===== config.mk =====
export PLATFORM = sky130hd
export DESIGN_NAME = reg_file_mp
export DESIGN_NICKNAME = d
export VERILOG_FILES = /design/src/rtl/reg_file_mp.sv
export SDC_FILE = /design/constraint.sdc
export NUM_CORES = 2
export LEC_CHECK = 0
export BUFFER_PORTS_ARGS = -buffer_cell sky130_fd_sc_hd__buf_2
export CORE_MARGIN = 2
export CORE_UTILIZATION = 65
export CTS_BUF_LIST = sky130_fd_sc_hd__clkbuf_4 sky130_fd_sc_hd__clkbuf_8
export DETAILED_ROUTE_END_ITERATION = 10
export GPL_TIMING_DRIVEN = 0
export PLACE_DENSITY = 0.82
export SLEW_MARGIN = 20
export SYNTH_ARGS = -nofsm -noshare
export SYNTH_HDL_FRONTEND = slang
export SYNTH_SLANG_ARGS = --single-unit

===== constraint.sdc =====
create_clock -name clk -period 3.55 [get_ports clk]
set_input_delay 0.71 -clock clk [delete_from_list [all_inputs] [get_ports clk]]
set_output_delay 0.71 -clock clk [all_outputs]
set_load 0.02 [all_outputs]

===== src/rtl/reg_file_mp.sv =====
// Multi-port integer register file with registered reads and a busy scoreboard.
// Optional macro REGFILE_BYPASS_EN forwards same-cycle writes and busy clears to reads.
module reg_file_mp #(
  parameter int ADW      = 5,
  parameter int DPW      = 32,
  parameter int NRP      = 2,
  parameter int NWP      = 1,
  parameter int ZERO_REG = 1
) (
  input  logic                 clk,
  input  logic                 arst_n,
  input  logic [NRP-1:0]       rd_en,
  input  logic [NRP*ADW-1:0]   rd_addr,
  output logic [NRP*DPW-1:0]   rd_data,
  output logic [NRP-1:0]       rd_valid,
  output logic [NRP-1:0]       rd_busy,
  input  logic [NWP-1:0]       we,
  input  logic [NWP*ADW-1:0]   wr_addr,
  input  logic [NWP*DPW-1:0]   wr_data,
  input  logic                 bsy_set,
  input  logic [ADW-1:0]       bsy_addr
);

  localparam int DEPTH = 1 << ADW;

  logic [DEPTH-1:0][DPW-1:0] mem_q, mem_d;
  logic [DEPTH-1:0]          busy_q, busy_d, clr_mask;
  logic [NRP-1:0][DPW-1:0]   rd_data_q, rd_data_d;
  logic [NRP-1:0]            rd_busy_q, rd_busy_d;
  logic [NRP-1:0]            rd_valid_q, rd_valid_d;

  logic [NRP-1:0][ADW-1:0]   ra;
  logic [NWP-1:0][ADW-1:0]   wa;
  logic [NWP-1:0][DPW-1:0]   wd;

  assign ra = rd_addr;
  assign wa = wr_addr;
  assign wd = wr_data;

  function automatic logic is_zero(input logic [ADW-1:0] a);
    return (ZERO_REG != 0) && (a == '0);
  endfunction

  // Later write ports overwrite earlier ones, so the highest-index port wins.
  always_comb begin : write_path
    // NOTE: every always_comb output gets a default first so no latch is inferred.
    mem_d    = mem_q;
    clr_mask = '0;
    for (int w = 0; w < NWP; w++) begin
      if (we[w] && !is_zero(wa[w])) begin
        mem_d[wa[w]]    = wd[w];
        clr_mask[wa[w]] = 1'b1;
      end
    end
    busy_d = busy_q & ~clr_mask;
    // A set after the clears lets a newly issued producer win over a retiring one.
    if (bsy_set && !is_zero(bsy_addr)) begin
      busy_d[bsy_addr] = 1'b1;
    end
  end

  always_comb begin : read_path
    rd_data_d  = rd_data_q;
    rd_busy_d  = rd_busy_q;
    rd_valid_d = rd_en;
    for (int p = 0; p < NRP; p++) begin
      if (rd_en[p]) begin
`ifdef REGFILE_BYPASS_EN
        rd_data_d[p] = mem_d[ra[p]];
        rd_busy_d[p] = busy_q[ra[p]] & ~clr_mask[ra[p]];
`else
        rd_data_d[p] = mem_q[ra[p]];
        rd_busy_d[p] = busy_q[ra[p]];
`endif
        if (is_zero(ra[p])) begin
          rd_data_d[p] = '0;
          rd_busy_d[p] = 1'b0;
        end
      end
    end
  end

  always_ff @(posedge clk or negedge arst_n) begin
    if (!arst_n) begin
      // NOTE: the storage array is reset like any other state so no entry ever reads X.
      mem_q      <= '0;
      busy_q     <= '0;
      rd_data_q  <= '0;
      rd_busy_q  <= '0;
      rd_valid_q <= '0;
    end else begin
      // NOTE: non-blocking assignments keep all flops updating from pre-edge values.
      mem_q      <= mem_d;
      busy_q     <= busy_d;
      rd_data_q  <= rd_data_d;
      rd_busy_q  <= rd_busy_d;
      rd_valid_q <= rd_valid_d;
    end
  end

  assign rd_data  = rd_data_q;
  assign rd_busy  = rd_busy_q;
  assign rd_valid = rd_valid_q;

endmodule


# Word-level counts from Yosys, hierarchy flattened
# Cells that the tools add are included.
# Widths: inputs -> output; s select.
# word_totals
word_cells,78
out_inout_bits,68
regBits,1124
mem_bits_rw,0
romBits,0
n_memories,0
latch_bits,0
# classes
n_shift,0
multipliers,0
eq_ne,0
magnitude_cmp,6
bitwise,3
n_mux,21
div,0
add_sub_neg,0
reduce_logical,10
# op_table
cell,count
$bwmux 1024,1
$bmux 32 s5,2
$mux 32,7
$demux 32 s5,1
$and 32x32->32,1
$not 32->32,1
$or 32x32->32,1
$lt 5x6->1 const B,4
$logic_not 5->1,4
$bmux 1 s5,2
$demux 1 s5,2
$ge 5x1->1 const B,2
$mux 1,6
$logic_and 1x1->1,4
$logic_not 1->1,2

# Logic depth before layout (Yosys ltp)
# logic_depth
depth_word,9
mapped_depth,9

# Least setup slack after synthesis
# No wires, ideal clock.
# synth_path
path_type,input port to flip-flop
start,input rd_addr[1]
end,register rd_data_q (netlist bit rd_data[10])
setup_slack_ns,1.052
arrival_ns,2.360
stages,7
required_ns,3.412
cell_sequence,buf_2 > buf_4 > clkbuf_1 > mux4_2 > mux2_2 > a2111oi_0 > a21oi_1
# synth_via
elab_chain_len,3
elab_cells_between_ends,4
cone_classes,3 x mux; 1 x reduce/logical
# synth_rtl
element,line,rtl
"start, declared",13,"input logic [NRP*ADW-1:0] rd_addr,"
$bmux 32 s5,72,rd_data_d[p] = mem_q[ra[p]];
$mux 32 (not written as such),72,
$mux 32 *,75,if (is_zero(ra[p])) begin
"end signal, assigned",95,rd_data_q <= rd_data_d;
"end, declared",28,"logic [NRP-1:0][DPW-1:0] rd_data_q, rd_data_d;"
# Mark *: on every way between the ends. The rest lies on a longest branch, timed or not. The select of a mux whose other input is x is not followed.
# A chain may end at the register's enable or synchronous reset.

# Final worst setup path
# layout_path
start,input rd_addr[5]
end,register rd_data_q (netlist bit rd_data[36])
# The elaborated chain is that of the path after synthesis.

==> impl_metrics.py <==
metrics = {
    "power_and_ir_drop": {
        "peakVddDrop_v": 0.000450,
        "power_density_nw_per_um2": 565,
        "p_leak_nw": 29.0,
    },
    "critical_path": {
        "crit_arrival_ns": 3.96,
        "crit_path_max_fanout": 10,
        "cp-end-kind": "flip-flop",
        "worst_r2r_path_depth": 4,
        "cp_data_required_time_ns": 4.26,
        "startpoint_type": "input port",
        "crit_type": "input port to flip-flop",
        "reg2reg_slack_ns": 1.14,
    },
    "synth": {
        "synth_top_area_share_pct": 48.0,
        "ys_warn_count": 0,
        "yosysSeqAreaShare_pct": 48.0,
        "synthTopCellsByArea": "dfrtp_1 (48%), mux2_2 (19%), mux4_2 (13%), mux2i_1 (6.7%), clkbuf_1 (1.8%)",
        "synth_largest_area_cell": "dfrtp_1",
        "synth_cell_type_count": 44,
        "syn_area_per_cell_sq_um": 14.1,
        "async_reset_ff_share_pct": 100,
        "syn_nets": 4213,
        "synthFlopType": "dfrtp_1",
        "synth_seq_cells": 1124,
        "netlist_instances": 4155,
        "synth_edf_count": 0,
        "syn_area_sq_um": 58600,
    },
    "layout": {
        "nets": 4528,
        "final_layout_size_suffix_gt1_share_pct": 40.8,
        "area_delta_synth_final_pct": 11.0,
        "stdcell_count": 5812,
        "final_area_sq_um": 65000,
    },
    "cts": {
        "cts.repair.resized": 0,
        "cts_buffer_depth": 3,
        "post_cts_buffers": 0,
        "clkLatencyLatePin_ns": 0.91,
        "cts_tree": "built",
        "cts.clk_slew.worst_paths_ns": 0.06,
        "htreeDepth": 4,
        "ctsHoldBuffers": 1,
        "cts.sinks": 1124,
        "numCtsBuffers": 184,
        "cts_root_buffer": "clkbuf_8",
    },
    "sta": {
        "maxSlewHeadroom_pct": 20.4,
        "final-max-slew-violation-count": 0,
        "hold_ws_ns": 0.0640,
        "tightest_slew_ns": 1.19,
        "period_share_pct": 91.5,
        "max_freq_mhz": 308,
        "setup_tns_ns": 0,
        "rsz0062_at_grt": "false",
        "period_needed_ns": 3.25,
        "fin_skew_ns": 0.0391,
        "hold_viol": 0,
        "setup_viol": 0,
    },
    "global_routing": {
        "grt_overflow_total": 0,
        "antenna_found_initial": 24,
        "grt_use_total_pct": 39.8,
        "grt_max_degree": 138,
        "grt_pass1_vias": 41824,
        "grt_first_pass_wirelength_mm": 271,
    },
    "placed_design": {
        "dp_cells": 5459,
        "gp_congestion": 0.960,
        "portBuffers": 119,
        "placed_area_sq_um": 60900,
        "dp_hpwl_mm": 131,
    },
    "floorplan": {
        "die_y_um": 304,
        "io_pins": 126,
        "die_w_um": 304,
        "core_sq_um": 89600,
        "dieArea_sq_um": 92500,
        "initial_core_util_pct": 65.4,
        "rows": 110,
    },
    "routing": {
        "totalWireLength_mm": 182,
        "drc": 0,
        "wire_per_inst_um": 31.3,
        "firstDrtPassIters": 6,
        "ant_nets": 0,
        "initialDrtViolationCount": 4941,
        "via_count": 40947,
        "vias_per_cell": 7.05,
    },
    "job": {
        "cap_violations": 0,
    },
    "status": {
        "outcome": "finished, final reports clean",
    },
    "worst_hold_path": {
        "hp-class": "input port to flip-flop",
        "holdPathStages": 2,
    },
}
## per-layer routing
| layer | GRT usage [%] | wire length (um) | up-vias |
|---|---|---|---|
| met5 | 0 | 36 | - |
| met4 | 16.5 | 7520 | 6 |
| met3 | 15.0 | 23300 | 511 |
| met2 | 58.2 | 80700 | 2427 |
| met1 | 54.1 | 70600 | 21413 |
| li1 | - | - | 16590 |
## cell usage after synthesis, drive strengths merged, types with 2 or more instances
cell type / number
nand4b: 3
a2111oi: 68
dfrtp: 1124
nor2: 148
nor4b: 2
o21ai: 30
mux4: 334
mux2i: 390
a22o: 73
nor4bb: 2
o211ai: 64
nor3: 7
nand2b: 71
nand2: 18
a32o: 4
o2111ai: 2
or3b: 5
a21oi: 64
nor3b: 6
o31ai: 4
a31o: 2
nor2b: 4
nand3: 4
o22ai: 128
clkbuf: 285
a211oi: 2
nor4: 4
mux2: 1058
nand3b: 10
buf: 163
or4: 66
clkinv: 2
or3: 4
## state kept, by name, indices dropped and copies added, names as in the netlist
register and flops:
rd_busy 2, rd_valid 2, mem_q 1024, rd_data 64, busy_q 32
## power breakdown
| group | leakage [nW] | internal, W | total (W) | switching, W |
|---|---|---|---|---|
| Combinational | 12.4 | 0.00401 | 0.00726 | 0.00324 |
| Sequential | 14.4 | 0.0152 | 0.0171 | 0.00187 |
| Clock | 2.18 | 0.00684 | 0.0124 | 0.00555 |
## stage by stage
step                      util (%)  setup WS (ns)  power, W
after floorplan                  -           1.05    0.0218
after global placement        67.7         -22.58    0.0238
after detailed placement      68.0         -0.299    0.0242
after CTS                     72.5          0.621    0.0365
after global routing          72.5          0.392    0.0380
final                         72.6          0.302    0.0367
## critical path, stage by stage
cell	delay, ns
buf_4	0.17
buf_6	0.26
buf_6	0.25
or3_1	0.15
clkbuf_1	0.47
clkbuf_1	0.65
o22ai_1	0.26
a2111oi_0	0.92
a21oi_1	0.08
## final timing paths
kind	from	end
setup / recovery	rd_addr[5]	rd_data[36]
hold / removal	wr_data[5]	mem_q[965]
setup reg to reg	mem_q[453]	rd_data[37]
hold reg to reg	mem_q[21]	mem_q[21]
max in group asynchronous	arst_n	mem_q[356]
min in group asynchronous	arst_n	mem_q[89]
## layout by cell type (no fill, tap or decap), types with 93 or more instances in the layout
cell type | netlist | routed
dfrtp_1 | 1124 | 1124
mux2_2 | 965 | 965
mux2i_1 | 390 | 390
mux4_2 | 334 | 334
clkbuf_1 | 285 | 285
clkbuf_8 | 0 | 241
buf_2 | 72 | 190
nor2_1 | 148 | 148
o22ai_1 | 128 | 128
mux2_1 | 93 | 93
## area by class of cell
type / count / area [sq um]
repair buffers: 129 / 868
clock buffers: 288 / 3670
well taps: 1176 / 1470
diodes: 19 / 47.5
plain buffers: 448 / 1990
flip-flops and latches: 1124 / 28100
clock inverters: 45 / 395
inverters: 2 / 7.51
multi-input cells: 2581 / 28400
fillers: 5824 / 24600
## cells by family (layout without fill, tap and decap cells)
kind of cell | Yosys count | in the layout | share of synthesized area (%)
simple gates | 358 | 358 | 3.33
mux | 1782 | 1782 | 39.9
flops | 1124 | 1124 | 48.0
compound gates | 441 | 441 | 5.39
buf+inv | 450 | 912 | 3.41
other cells | 0 | 19 | 0
Note: power is estimated with default switching activity, not from simulation.
